<file path="config.mk">
export PLATFORM = sky130hd
export DESIGN_NAME = game_board
export DESIGN_NICKNAME = d
export VERILOG_FILES = /design/src/rtl/game_board.sv
export SDC_FILE = /design/constraint.sdc
export NUM_CORES = 2
export LEC_CHECK = 0
export CORE_AREA = 4 4 352 354
export CTS_CLUSTER_DIAMETER = 80
export DETAILED_ROUTE_END_ITERATION = 7
export DIE_AREA = 0 0 356 358
export DONT_BUFFER_PORTS = 1
export GPL_TIMING_DRIVEN = 0
export PLACE_DENSITY_LB_ADDON = 0.25
export SYNTH_ARGS = -nofsm -noshare
export SYNTH_HDL_FRONTEND = slang
export SYNTH_SLANG_ARGS = --single-unit
export TNS_END_PERCENT = 50
</file>
<file path="constraint.sdc">
create_clock -name clk -period 4.64 [get_ports clk]
set_input_delay 0.464 -clock clk [delete_from_list [all_inputs] [get_ports clk]]
set_output_delay 0.464 -clock clk [all_outputs]
set_load 0.1 [all_outputs]
</file>
<file path="src/rtl/game_board.sv">
// Player Sudoku board for one round: snapshots the selected map/visibility on load,
// builds the board serially, takes cursor/digit edits, then rescans against the solution.
module game_board (
  input  logic         clk,
  input  logic         reset,
  input  logic         load,
  input  logic [161:0] selected_visibility,
  input  logic [323:0] selected_map,
  input  logic         move_up,
  input  logic         move_down,
  input  logic         move_left,
  input  logic         move_right,
  input  logic         write_en,
  input  logic [3:0]   write_value,
  input  logic         clear_cell,
  output logic [323:0] board,
  output logic [80:0]  given_mask,
  output logic [3:0]   cursor_row,
  output logic [3:0]   cursor_col,
  output logic         busy,
  output logic         solved,
  output logic [6:0]   wrong_count
);

  typedef enum logic [2:0] {IDLE, LOAD, PLAY, CHECK, SOLVED} state_t;

  state_t       state, next_state;
  logic [323:0] solution;
  logic [6:0]   idx, wrong_cnt, empty_cnt;
  logic [6:0]   cur_cell, wrong_total, empty_total;
  logic [8:0]   cur_base, scan_base;
  logic [3:0]   scan_board, scan_sol, next_row, next_col;
  logic         cur_given, scan_last, write_ok, clear_ok, move_req;
  logic         unused_vis_odd;

  // Odd visibility bits carry no meaning for the board.
  always_comb begin
    unused_vis_odd = 1'b0;
    for (int unsigned k = 0; k < 81; k++) begin
      unused_vis_odd = unused_vis_odd ^ selected_visibility[2*k+1];
    end
  end

  always_comb begin
    cur_cell    = {3'b000, cursor_row} * 7'd9 + {3'b000, cursor_col};
    cur_base    = {cur_cell, 2'b00};
    scan_base   = {idx, 2'b00};
    cur_given   = given_mask[cur_cell];
    scan_board  = board[scan_base +: 4];
    scan_sol    = solution[scan_base +: 4];
    scan_last   = (idx == 7'd80);
    wrong_total = wrong_cnt + {6'b0, (scan_board != 4'd0) && (scan_board != scan_sol)};
    empty_total = empty_cnt + {6'b0, scan_board == 4'd0};
  end

  always_comb begin
    next_row = cursor_row;
    next_col = cursor_col;
    if (move_up)         next_row = (cursor_row == 4'd0) ? 4'd8 : cursor_row - 4'd1;
    else if (move_down)  next_row = (cursor_row == 4'd8) ? 4'd0 : cursor_row + 4'd1;
    else if (move_left)  next_col = (cursor_col == 4'd0) ? 4'd8 : cursor_col - 4'd1;
    else if (move_right) next_col = (cursor_col == 4'd8) ? 4'd0 : cursor_col + 4'd1;
  end

  always_ff @(posedge clk) begin
    if (reset) state <= IDLE;
    else       state <= next_state;
  end

  always_comb begin
    next_state = state;
    if (load) begin
      next_state = LOAD;
    end else begin
      case (state)
        LOAD:    if (scan_last) next_state = PLAY;
        PLAY:    if (write_ok || clear_ok) next_state = CHECK;
        CHECK:   if (scan_last)
                   next_state = (wrong_total == 7'd0 && empty_total == 7'd0) ? SOLVED : PLAY;
        default: next_state = state;
      endcase
    end
  end

  // A rejected write still consumes the cycle, so a simultaneous move is dropped.
  always_comb begin
    write_ok = (state == PLAY) && write_en && !cur_given &&
               (write_value >= 4'd1) && (write_value <= 4'd9);
    clear_ok = (state == PLAY) && !write_en && clear_cell && !cur_given;
    move_req = ((state == PLAY) && !write_en && !clear_cell) || (state == SOLVED);
  end

  always_ff @(posedge clk) begin
    if (reset) begin
      board       <= '0;
      given_mask  <= '0;
      solution    <= '0;
      cursor_row  <= '0;
      cursor_col  <= '0;
      busy        <= 1'b0;
      solved      <= 1'b0;
      wrong_count <= '0;
      idx         <= '0;
      wrong_cnt   <= '0;
      empty_cnt   <= '0;
    end else begin
      busy <= (next_state == LOAD) || (next_state == CHECK);
      if (load) begin
        solution <= selected_map;
        for (int unsigned k = 0; k < 81; k++) begin
          given_mask[k] <= selected_visibility[2*k];
        end
        idx         <= '0;
        cursor_row  <= '0;
        cursor_col  <= '0;
        solved      <= 1'b0;
        wrong_count <= '0;
        wrong_cnt   <= '0;
        empty_cnt   <= '0;
      end else begin
        case (state)
          LOAD: begin
            board[scan_base +: 4] <= given_mask[idx] ? scan_sol : 4'd0;
            idx <= scan_last ? 7'd0 : idx + 7'd1;
          end
          PLAY: begin
            if (write_ok || clear_ok) begin
              board[cur_base +: 4] <= write_ok ? write_value : 4'd0;
              idx       <= '0;
              wrong_cnt <= '0;
              empty_cnt <= '0;
            end
          end
          CHECK: begin
            wrong_cnt <= wrong_total;
            empty_cnt <= empty_total;
            idx       <= idx + 7'd1;
            if (scan_last) begin
              wrong_count <= wrong_total;
              solved      <= (wrong_total == 7'd0) && (empty_total == 7'd0);
              idx         <= '0;
            end
          end
          default: ;
        endcase
        if (move_req) begin
          cursor_row <= next_row;
          cursor_col <= next_col;
        end
      end
    end
  end

endmodule

</file>
**Yosys cells after proc, flatten, opt, wreduce, memory -nomap -nowiden**

Cells that the tools add are included.

- Add/sub/neg operators: 10
- Multiply operators: 1
- $lt $le $gt $ge: 4
- Equal/unequal tests: 11
- Shift-type cells: 6
- Multiplexer cells: 29
- Bitwise gates (word level): 3
- Reduce and logical (&&, ||, !) cells: 35

Operators by type and width:

| operator | number |
|---|---|
| $bwmux 324 | 2 |
| $pmux 324 s2 | 1 |
| $shift 4x11->324 const A | 2 |
| $shiftx 324x10->4 | 2 |
| $shiftx 4x11->324 | 2 |
| $mux 324 | 1 |
| $pmux 7 s2 | 3 |
| $mux 4 | 10 |
| $neg 9->11 | 2 |
| $lt 7x8->1 const B | 2 |
| $mux 3 | 5 |
| $add 7x1->7 | 2 |
| $bmux 1 s7 | 2 |
| $logic_not 7->1 | 2 |
| $mux 7 | 2 |
| $logic_not 4->1 | 3 |
| $logic_and 1x1->1 | 10 |
| $reduce_bool 2->1 | 5 |
| $eq 3x2->1 const B | 3 |
| $pmux 3 s3 | 1 |
| $add 4x1->4 const B | 2 |
| $eq 4x4->1 const B | 2 |
| $reduce_and 2->1 | 4 |
| $sub 4x1->4 const B | 2 |
| 18 further kinds | 27 |

- Register bits after elaboration: 770
- Output and inout bits: 422

**Depth between registers and ports, before layout**

- Depth after elaboration: 14
- Gate-level depth with buffers: 24

**Least setup slack after synthesis**

Ideal clock, no wire load.

- Path type: register to register
- Start point: register cursor_row[0]
- End point: register board[151]
- Arrival time: 4.342 ns
- Data required time: 4.508 ns
- Slack: 0.166 ns
- Cell stages (with the launch flop): 15
- Period minus slack after synthesis: 4.474 ns
- Path through: dfxtp_1 > ha_1 > ha_1 > ha_1 > buf_4 > nor2b_1 > o21a_1 > or3_4 > a211o_1 > a32oi_2 > a211oi_1 > buf_4 > buf_2 > a221oi_1 > nor3_1

- Cells in the longest elaborated chain, start to end: 13
- Elaborated cells on any way between the ends: 19

Ends and longest elaborated chain:

| item | line | source |
|---|---|---|
| start, declared | 18 | `output logic [3:0] cursor_row,` |
| start signal, assigned | 147 | `cursor_row <= next_row;` |
| $mul 4x4->7 (*) | 45 | `cur_cell = {3'b000, cursor_row} * 7'd9 + {3'b000, cursor_col};` |
| $add 7x4->7 (*) | 45 |  |
| $bmux 1 s7 | 48 | `cur_given = given_mask[cur_cell];` |
| $mux 1 (implied by the code) | 48 |  |
| $logic_not 1->1 | 87, 89 |  |
| $logic_and 1x1->1 (2 in a row) | 87 | `write_ok = (state == PLAY) && write_en && !cur_given &&` |
| $logic_and 1x1->1 | 88 | `(write_value >= 4'd1) && (write_value <= 4'd9);` |
| $mux 4 | 128 | `board[cur_base +: 4] <= write_ok ? write_value : 4'd0;` |
| $shiftx 4x11->324 | 128 |  |
| $bwmux 324 | 128 |  |
| $mux 324 | 127 | `if (write_ok \|\| clear_ok) begin` |
| $pmux 324 s2 | 121 | `case (state)` |
| end signal, assigned by index | 123 | `board[scan_base +: 4] <= given_mask[idx] ? scan_sol : 4'd0;` |
| end signal, assigned by index | 128 |  |
| end, declared | 16 | `output logic [323:0] board,` |

Mark *: on every way between the ends. The rest lies on a longest branch, timed or not. The select of a mux whose other input is x is not followed.
A chain may end at the register's enable or synchronous reset.

**Final worst setup path**

- Start point: register idx[1]
- End point: register busy

- Cells in the longest elaborated chain, start to end: 12
- Elaborated cells on any way between the ends: 20

Ends and longest elaborated chain:

| item | line | source |
|---|---|---|
| start, declared | 29 | `logic [6:0] idx, wrong_cnt, empty_cnt;` |
| start signal, assigned | 124 | `idx <= scan_last ? 7'd0 : idx + 7'd1;` |
| start signal, assigned | 137 | `idx <= idx + 7'd1;` |
| $shiftx 324x10->4 (on tied branches) | 49, 50 |  |
| $ne 4x4->1 or $reduce_bool 4->1 (tied branches) | 52 | `wrong_total = wrong_cnt + {6'b0, (scan_board != 4'd0) && (scan_board != scan_sol)};` |
| $logic_and 1x1->1 | 52 |  |
| $add 7x1->7 | 52 |  |
| $logic_not 7->1 | 79 | `next_state = (wrong_total == 7'd0 && empty_total == 7'd0) ? SOLVED : PLAY;` |
| $logic_and 1x1->1 | 79 |  |
| $mux 3 | 79 |  |
| $mux 3 | 78 | `CHECK: if (scan_last)` |
| $pmux 3 s3 (*) | 75 | `case (state)` |
| $mux 3 (*) | 72 | `if (load) begin` |
| $eq 3x1->1 or $eq 3x2->1 (tied branches) | 107 | `busy <= (next_state == LOAD) \|\| (next_state == CHECK);` |
| $logic_or 1x1->1 (*) | 107 |  |
| end signal, assigned | 107 |  |
| end, declared | 20 | `output logic busy,` |

Mark *: on every way between the ends. The rest lies on a longest branch, timed or not.

==> results.json <==
{
  "holdCritPathClass": "in2reg",
  "failed_checks": "negative setup slack",
  "worst_pin_slew_ns": 1.45,
  "synth_async_sr_flop_share_pct": 0,
  "report.final.hold_viol_count": 0,
  "route.top_layer_used": "met5",
  "synthesis.nets": 4745,
  "synth_edf_count": 0,
  "antenna_found_initial": 41,
  "met1_length_um": 93300,
  "grt_use_total_pct": 38.1,
  "critical_path.reg2reg.startpoint": "idx[1]",
  "finish.cell_count_without_fillers": 6550,
  "fill_cells": 11800,
  "grt_first_pass_wirelength_um": 339000,
  "boundaryPins": 921,
  "cp.arrival_ns": 5.66,
  "area.growth.synth_to_final_pct": 30.0,
  "antenna_violation_net_count_after_detailed_routing": 0,
  "p_leak_nw": 18.4,
  "finish.utilization_pct": 43.9,
  "timing.hold.worst_path_depth": 3,
  "required_time_at_the_endpoint_of_the_critical_path_ns": 5.22,
  "die_y_um": 358,
  "r2r_slack_ns": -0.44,
  "yosysTopAreaCell": "dfxtp_1",
  "synthesis.yosys.warnings": 0,
  "slew_limit_headroom_pct": 2.96,
  "worstSetupPathType": "reg2reg",
  "floorplan.core_area_sq_um": 121000,
  "worst_setup_hold_path_clk_slew_ns": 0.06,
  "outcome": "complete, but fails checks",
  "postSynthRegisterBits": 770,
  "layout_worst_path_cycle_share_pct": 109,
  "detailed_place_hpwl_um": 194000,
  "drc": 0,
  "netlist_top_cells_area": "dfxtp_1 38%, mux2i_1 11%, mux4_2 9.0%",
  "synth_top_flop_cell": "dfxtp_1",
  "route.final.wire_length_um": 256000,
  "netlist_instances": 4220,
  "numCtsBuffers": 93,
  "origin_of_the_worst_min_delay_path": "move_up",
  "placement_rows": 128,
  "overflow": 0,
  "drive_above_1_share_pct": 18.1,
  "holdPathEnd": "cursor_row[2]",
  "synth_seq_area_share_pct": 37.7,
  "p_per_area_nw_per_um2": 320,
  "postSynthAreaPerCell_sq_um": 9.68,
  "htreeDepth": 3,
  "first_global_vias": 40400,
  "initial_util_pct": 33.7,
  "setup_ws_ns": -0.441,
  "unrepaired_setup_endpoints_after_global_routing": "true",
  "cts.sinks": 770,
  "dr.first_iter.drc_count": 5532,
  "placed_cell_area_sq_um": 42900,
  "setup.worst_path.end_class": "register",
  "tritoncts": "yes",
  "design_area_sq_um": 53100,
  "final-max-slew-violation-count": 0,
  "worstReg2RegEnd": "busy",
  "drt-wirelength-per-cell_um": 39.1,
  "die_w_um": 356,
  "synth.top_cell.area_share_pct": 37.7,
  "gpl.final_weighted_congestion": 1.05,
  "fmax_mhz": 197,
  "fin_hold_ws_ns": 0.0302,
  "finish.net_count": 5345,
  "pre_cts_slack_ns": -2.78,
  "drt_first_pass_iters": 8,
  "cts_max_path_bufs": 3,
  "maximum_resistive_drop_on_vdd_v": 0.000379,
  "clock_latency_ns": 0.79,
  "drt-vias-per-instance": 6.46,
  "setup_viol": 20,
  "grt_start_max_net_pins": 15,
  "dr_wl_met2_um": 115000,
  "dr_total_vias": 42300,
  "syn-cell-area_sq_um": 40800,
  "worst_setup_path_start_kind": "register",
  "period_needed_ns": 5.08,
  "final.setup_skew_ns": 0.0572,
  "place_inst": 5847,
  "timing.reg2reg.worst_path_depth": 23,
  "total_of_max_cap_violations": 0,
  "floorplan.die_area_sq_um": 127000,
  "root_buffer": "clkbuf_16",
  "number_of_distinct_standard_cells_referenced_by_the_synthesized_netlist": 105,
  "critPathMaxFanout": 10,
  "io_buffer_count": 0,
  "wl_met3_um": 30200
}
## cell type report
type	count	area, sq um	area share (%)
Buffer	369	2460	4.63
Clock buffer	123	2620	4.94
Multi-Input combinational cell	3041	24500	46.2
Timing Repair Buffer	509	5170	9.74
Antenna cell	31	77.6	0.146
Clock inverter	46	626	1.18
Inverter	36	141	0.266
Tap cell	1625	2030	3.83
Sequential cell	770	15400	29.1
## critical path, stage by stage, from the launching register on
cell and delay (ns):
dfxtp_2 0.39, buf_12 0.18, buf_12 0.19, buf_12 0.19, buf_16 0.19, buf_12 0.19
buf_12 0.20, mux4_2 0.36, a22oi_1 0.33, a21oi_2 0.17, nor2_4 0.26, a31oi_2 0.20
xnor2_1 0.19, nor2_1 0.08, a31oi_4 0.28, ha_4 0.20, ha_4 0.15, nand3_4 0.08
xor2_2 0.20, and2_4 0.17, nand4_1 0.15, nor3_4 0.22, o21ba_4 0.16, nor3_2 0.05
## cell usage in the layout (no fill, tap or decap), types with 19 or more instances in the layout
master         count
o2bb2ai_1         90
nand2_1          136
buf_2             53
nand3_1           54
and2_1            32
clkinv_2          19
o21ai_0           71
and3_1            22
mux4_2           166
clkbuf_4          25
inv_1             34
a21oi_2           23
o22ai_1           31
buf_1             57
buf_4             95
a31oi_1           24
diode_2           31
nand4_1           22
buf_6             38
dlygate4sd3_1    407
a22oi_2           19
clkbuf_2          23
dfxtp_1          759
clkbuf_1         140
a21oi_1          194
ha_1              21
buf_12            28
a22oi_1          154
mux2i_1          454
clkbuf_16         94
nor3_1            49
a311oi_1          26
a211oi_1         175
a32oi_1          127
nor2_1           698
## synth_stat cells, drive strengths merged (37+ instances only)
| cell type | n |
|---|---|
| a211oi | 190 |
| a21oi | 222 |
| a22oi | 173 |
| a32oi | 132 |
| buf | 204 |
| clkbuf | 168 |
| dfxtp | 770 |
| mux2i | 460 |
| mux4 | 184 |
| nand2 | 153 |
| nand3 | 61 |
| nor2 | 722 |
| nor3 | 68 |
| o21ai | 94 |
| o22ai | 37 |
| o2bb2ai | 91 |
## sequential cells by signal, summed over array words and instances (netlist names)
signal and flops:
wrong_count 7, cursor_col 4, given_mask 81, busy 1, solution 324, board 324, empty_cnt 7, wrong_cnt 7
cursor_row 4, solved 1, idx 7, state 3
## stage by stage
step           TNS (ns)  power [mW]
2_1_floorplan         0        8.19
6_report          -2.15        17.0
4_1_cts           -1.81        16.9
5_1_grt           -3.10        17.3
3_3_place_gp    -375.23        8.69
3_5_place_dp    -379.42        8.70
## logic make-up after synthesis
kind of cell	count (synthesis)	synth area share, %
buffers and inverters	409	5.24
multiplexers	650	21.8
AO/OA/AOI/OAI	1166	21.2
XOR/XNOR	29	0.640
AND/OR/NAND/NOR	1170	12.6
adder cells (fa/ha/maj)	26	0.815
flip-flops	770	37.7
## repair_timing
action                                 4_1_cts  5_1_grt
gates resized for setup                    283      171
cloned                                       2        0
setup buffers                               50       47
pin swaps                                   24       44
setup endpoints to repair                  357      344
hold buffers                               407        0
endpoints found under the hold margin      407        0
## power breakdown
group | total (mW) | internal (mW) | switching [mW] | leakage, nW
Combinational | 1.75 | 0.763 | 0.983 | 10.5
Clock | 7.92 | 4.57 | 3.35 | 1.60
Sequential | 7.31 | 6.82 | 0.495 | 6.29
## per-layer routing
| layer | vias up | GRT usage (%) |
|---|---|---|
| li1 | 17400 | - |
| met1 | 21000 | 44.8 |
| met2 | 3077 | 60.6 |
| met3 | 755 | 13.5 |
| met4 | 18 | 21.7 |
| met5 | - | 0 |
## worst max-delay path by stage
stage                       start  slack [ns]  cells past startpoint          to
global route               idx[0]       -0.54                     24      solved
global placement           idx[1]       -2.81                     22        busy
CTS                        idx[0]       -0.49                     24        busy
finish                     idx[1]       -0.44                     23        busy
detailed placement         idx[1]       -2.78                     22        busy
floorplan           cursor_row[0]        0.17                     14  board[151]
Power figures use the tool's default switching activity.
